**config.mk**
```make
export PLATFORM = sky130hd
export DESIGN_NAME = signed_divider
export DESIGN_NICKNAME = d
export VERILOG_FILES = /design/src/rtl/signed_divider.sv
export SDC_FILE = /design/constraint.sdc
export NUM_CORES = 1
export LEC_CHECK = 0
export CAP_MARGIN = 30
export CORE_MARGIN = 2
export CORE_UTILIZATION = 40
export DETAILED_ROUTE_END_ITERATION = 8
export GPL_ROUTABILITY_DRIVEN = 0
export PLACE_DENSITY = 0.57
export SYNTH_ARGS = -nofsm -noshare
export SYNTH_HDL_FRONTEND = slang
export SYNTH_SLANG_ARGS = --single-unit
export TNS_END_PERCENT = 20
```
**constraint.sdc**
```tcl
create_clock -name clk -period 3.8 [get_ports clk]
set_clock_uncertainty 0.2 [all_clocks]
set_input_delay 0.38 -clock clk [delete_from_list [all_inputs] [get_ports clk]]
set_output_delay 0.38 -clock clk [all_outputs]
set_load 0.03 [all_outputs]
```
**src/rtl/signed_divider.sv**
```systemverilog
// Sequential signed divider: restoring division on operand magnitudes, one bit per cycle,
// followed by a sign fix-up step. Quotient truncates toward zero; remainder takes the dividend's sign.
//
// state | meaning
// IDLE  | waiting for start
// CALC  | one restoring step per cycle, WIDTH cycles
// FIX   | apply signs, handle divide-by-zero, write result registers
// DONE  | pulse done next cycle; start here chains the next division
module signed_divider #(
    parameter int WIDTH = 32
) (
    input  logic             clk,
    input  logic             rst_n,
    input  logic             start,
    input  logic [WIDTH-1:0] dividend,
    input  logic [WIDTH-1:0] divisor,
    output logic             busy,
    output logic             done,
    output logic [WIDTH-1:0] quotient,
    output logic [WIDTH-1:0] remainder,
    output logic             div_by_zero
);

    localparam int CW = (WIDTH > 1) ? $clog2(WIDTH) : 1;

    typedef enum logic [1:0] {IDLE, CALC, FIX, DONE} state_t;

    state_t           state_q;
    logic [CW-1:0]    cnt_q;
    logic [WIDTH:0]   rem_q;
    logic [WIDTH-1:0] quo_q;
    logic [WIDTH-1:0] dvs_q;
    logic [WIDTH-1:0] dvd_q;
    logic             neg_quo_q;
    logic             neg_rem_q;
    logic             zero_q;
    logic             busy_q;
    logic             done_q;
    logic [WIDTH-1:0] quotient_q;
    logic [WIDTH-1:0] remainder_q;
    logic             dbz_q;

    logic [WIDTH:0]   rem_shift_d;
    logic [WIDTH+1:0] diff_d;
    logic [WIDTH-1:0] dvd_mag_d;
    logic [WIDTH-1:0] dvs_mag_d;
    logic [WIDTH-1:0] quo_fix_d;
    logic [WIDTH-1:0] rem_fix_d;

    // Magnitude of -2^(WIDTH-1) is 2^(WIDTH-1), which still fits as an unsigned WIDTH-bit value.
    assign dvd_mag_d   = dividend[WIDTH-1] ? (~dividend + 1'b1) : dividend;
    assign dvs_mag_d   = divisor[WIDTH-1]  ? (~divisor + 1'b1)  : divisor;

    assign rem_shift_d = {rem_q[WIDTH-1:0], quo_q[WIDTH-1]};
    assign diff_d      = {1'b0, rem_shift_d} - {2'b00, dvs_q};

    assign quo_fix_d   = neg_quo_q ? (~quo_q + 1'b1) : quo_q;
    assign rem_fix_d   = neg_rem_q ? (~rem_q[WIDTH-1:0] + 1'b1) : rem_q[WIDTH-1:0];

    always_ff @(posedge clk or negedge rst_n) begin
        if (!rst_n) begin
            state_q     <= IDLE;
            cnt_q       <= '0;
            rem_q       <= '0;
            quo_q       <= '0;
            dvs_q       <= '0;
            dvd_q       <= '0;
            neg_quo_q   <= 1'b0;
            neg_rem_q   <= 1'b0;
            zero_q      <= 1'b0;
            busy_q      <= 1'b0;
            done_q      <= 1'b0;
            quotient_q  <= '0;
            remainder_q <= '0;
            dbz_q       <= 1'b0;
        end else begin
            done_q <= 1'b0;
            case (state_q)
                IDLE, DONE: begin
                    if (state_q == DONE) begin
                        done_q <= 1'b1;
                    end
                    state_q <= IDLE;
                    busy_q  <= 1'b0;
                    if (start) begin
                        rem_q     <= '0;
                        quo_q     <= dvd_mag_d;
                        dvs_q     <= dvs_mag_d;
                        dvd_q     <= dividend;
                        neg_quo_q <= dividend[WIDTH-1] ^ divisor[WIDTH-1];
                        neg_rem_q <= dividend[WIDTH-1];
                        zero_q    <= (divisor == '0);
                        cnt_q     <= CW'(WIDTH - 1);
                        state_q   <= CALC;
                        busy_q    <= 1'b1;
                    end
                end
                CALC: begin
                    // A negative difference means the trial subtraction failed: keep the shifted value.
                    rem_q <= diff_d[WIDTH+1] ? rem_shift_d : diff_d[WIDTH:0];
                    quo_q <= {quo_q[WIDTH-2:0], ~diff_d[WIDTH+1]};
                    if (cnt_q == '0) begin
                        state_q <= FIX;
                    end else begin
                        cnt_q <= cnt_q - 1'b1;
                    end
                end
                FIX: begin
                    if (zero_q) begin
                        quotient_q  <= '1;
                        remainder_q <= dvd_q;
                        dbz_q       <= 1'b1;
                    end else begin
                        quotient_q  <= quo_fix_d;
                        remainder_q <= rem_fix_d;
                        dbz_q       <= 1'b0;
                    end
                    state_q <= DONE;
                    busy_q  <= 1'b0;
                end
                default: begin
                    state_q <= IDLE;
                    busy_q  <= 1'b0;
                end
            endcase
        end
    end

    assign busy        = busy_q;
    assign done        = done_q;
    assign quotient    = quotient_q;
    assign remainder   = remainder_q;
    assign div_by_zero = dbz_q;

endmodule

```
==> metrics.cfg <==
[clock_tree]
cts_max_level = 1
clk_path_buf_depth = 3
cts_setup_buffers = 0
clk_pin_slew_ns = 0.06
root_buffer = clkbuf_16
cts_tree = done
clk_latency_ns = 0.52
cts_buffers = 25
clock-sinks = 204

[synthesis]
ys_seq_area_share_pct = 40.2
synth_area_leaders = dfrtp_1 40%, o21ai_0 6.5%, xor2_1 5.7%
avgSynthCellArea_um2 = 9.21
synthMuxAreaShare_pct = 7.60
ys_ff_latch = 204
yosys_warnings = 0
synthXorXnorAreaFrac_pct = 10.0
synthDominantCellAreaShare_pct = 40.2
syn_area_um2 = 12700
synth_nets = 1490
synth_compound_area_share_pct = 19.8
synthAdderAreaFrac_pct = 4.29
synth_edf_count = 0
yosys-top-cells-count = 204 x dfrtp_1, 178 x nand2_1, 165 x o21ai_0
synth_area_leader_cell = dfrtp_1
yosys.cell_types.count = 72
ys_async_sr_fraction_pct = 100
synthCells = 1380
synth-simple-area-share_pct = 14.1
synth_top_family_by_area = compound AO/OA/AOI/OAI gates
synthFlopType = dfrtp_1
yosysMostFrequentCell = dfrtp_1

[floorplan]
core-area_um2 = 31400
start_util_pct = 40.5
die_x_um = 182
dieArea_um2 = 33200
io_pins = 134
fp-row-count = 65
die_h_um = 182

[detailed_routing]
vias = 10294
post_drt_wl_per_cell_um = 16.4
finalWirelength_mm = 31.8
drc = 0
drt_iter0_drc = 562
ant_nets = 0
viasPerCell = 5.31
first_pass_iters = 5

[critical_path]
criticalPathCategory = reg2reg
cp.arrival_ns = 3.81
critPathMaxFanout = 6
crit_path_end_kind = register
cp-start-kind = register
cp.required_ns = 4.01

[power]
powerDensity_nw_per_um2 = 750
power_w = 0.0117
peakVddDrop_uv = 465
power.static_leakage_nw = 6.76

[place]
portBuffers = 133
dp_hpwl_mm = 23.6

[sta]
slew_headroom_pct = 38.2
hold_viol = 0
final-setup-viol-count = 0
finalMaxSlewViolations = 0
setup_tns_ns = 0
min_period_over_period_pct = 94.7
rsz0062_at_grt = false
fmax_mhz = 278
tightest_slew_ns = 0.925
min_period_ns = 3.60

[global_route]
grt_start_max_net_pins = 84
antenna_found_initial = 0
grt-ovfl-total = 0
first_global_vias = 10115
gr-usage-all-layers_pct = 19.1
grt_pass1_wl_mm = 52.4

[cells_and_area]
area_delta_synth_final_pct = 22.3
n_antenna_cell = 0
drive_above_1_share_pct = 12.0
nNetsFinal = 1631
nFillCells = 2974

[outcome]
status = complete, no violations

[flow_run]
drv_cap = 0

[worst_hold_path]
holdCritPathClass = in2async

-- cells by family after synthesis --
family	count (synthesis)
xor+xnor	145
buf+inv	136
flops	204
compound gates	390
mux	89
simple gates	373
fa+ha+maj	43
-- placed cells by master (no fill, tap or decap), types with 17 or more instances in the layout --
cell type	synthesis	final
o21ai_0	165	165
buf_4	0	50
or3_1	21	21
o22a_1	29	29
nand2_1	178	177
nor2_1	56	56
o31ai_1	34	34
o21ai_1	20	20
clkbuf_16	0	25
nand3_1	20	20
inv_1	60	60
mux2_2	60	60
xnor2_1	62	62
or4_1	17	17
a21oi_1	51	51
xor2_1	83	83
clkdlybuf4s50_1	0	132
dfrtp_1	204	203
ha_1	42	41
mux2i_1	29	29
-- power by group --
part / switching (W) / internal, W
clock network: 0.000898 / 0.00132
registers: 0.000684 / 0.00304
logic: 0.00324 / 0.00249
-- worst max-delay path: stages (launching register included) --
cell and delay (ns):
dfrtp_1 0.44, or4_1 0.57, nor2_1 0.15, nand2_1 0.13, or4_4 0.53, or4_1 0.65
o31ai_2 0.28, xor2_1 0.19, o21ai_1 0.07, mux2_2 0.27
-- layout make-up --
| type | count | area [um^2] | area share [%] |
|---|---|---|---|
| Timing Repair Buffer | 190 | 1840 | 11.8 |
| Tap cell | 402 | 503 | 3.24 |
| Multi-Input combinational cell | 1040 | 7110 | 45.8 |
| Sequential cell | 204 | 5110 | 32.9 |
| Clock inverter | 3 | 18.8 | 0.121 |
| Inverter | 60 | 225 | 1.45 |
| Clock buffer | 39 | 738 | 4.75 |
-- path summary, 6_finish.rpt --
check / from / to / slack (ns) / cells after the start
setup / recovery: rem_q[5] / remainder[28] / 0.20 / 9
hold / removal: rst_n / quo_q[8] / 0.22 / 2
setup reg to reg: rem_q[5] / remainder[28] / 0.20 / 9
hold reg to reg: dvs_q[22] / dvs_q[22] / 0.28 / 2
max in group asynchronous: rst_n / dvs_q[17] / 2.35 / 3
min in group clk: dvs_q[22] / dvs_q[22] / 0.28 / 2
-- state kept, by name, indices dropped and copies added (netlist names) --
signal / count
dvd_q: 32
done: 1
rem_q: 32
quotient: 32
div_by_zero: 1
quo_q: 32
zero_q: 1
neg_quo_q: 1
remainder: 32
state_q: 2
busy: 1
cnt_q: 5
dvs_q: 32
-- timing repair --
| item | 4_1_cts | 5_1_grt |
|---|---|---|
| gates resized for setup | 0 | 1 |
| hold buffers | 1 | 0 |
| setup endpoints to repair | 0 | 23 |
| endpoints found under the hold margin | 63 | 0 |
-- metrics by stage --
step / utilization, % / area (um^2) / setup slack [ns] / std cells / hold WS (ns)
global placement: 47.0 / 14800 / -0.0373 / 1894 / 0.218
floorplan: - / 12700 / 0.313 / 1380 / -0.116
detailed placement: 47.0 / 14800 / -0.0533 / 1895 / 0.209
finish: 49.5 / 15500 / 0.202 / 1938 / 0.216
global route: 49.5 / 15500 / 0.00480 / 1938 / 0.274
CTS: 49.5 / 15500 / 0.147 / 1938 / 0.226
-- metal layers --
layer  track usage [%]  vias up  share of wire, %
met1              26.7     4860                49
met4              5.26        0               2.5
met5                 0        -                 0
met2              31.4      194                45
met3              2.12       45               3.5
li1                  -     5195                 -
(Power assumes the default switching activity.)
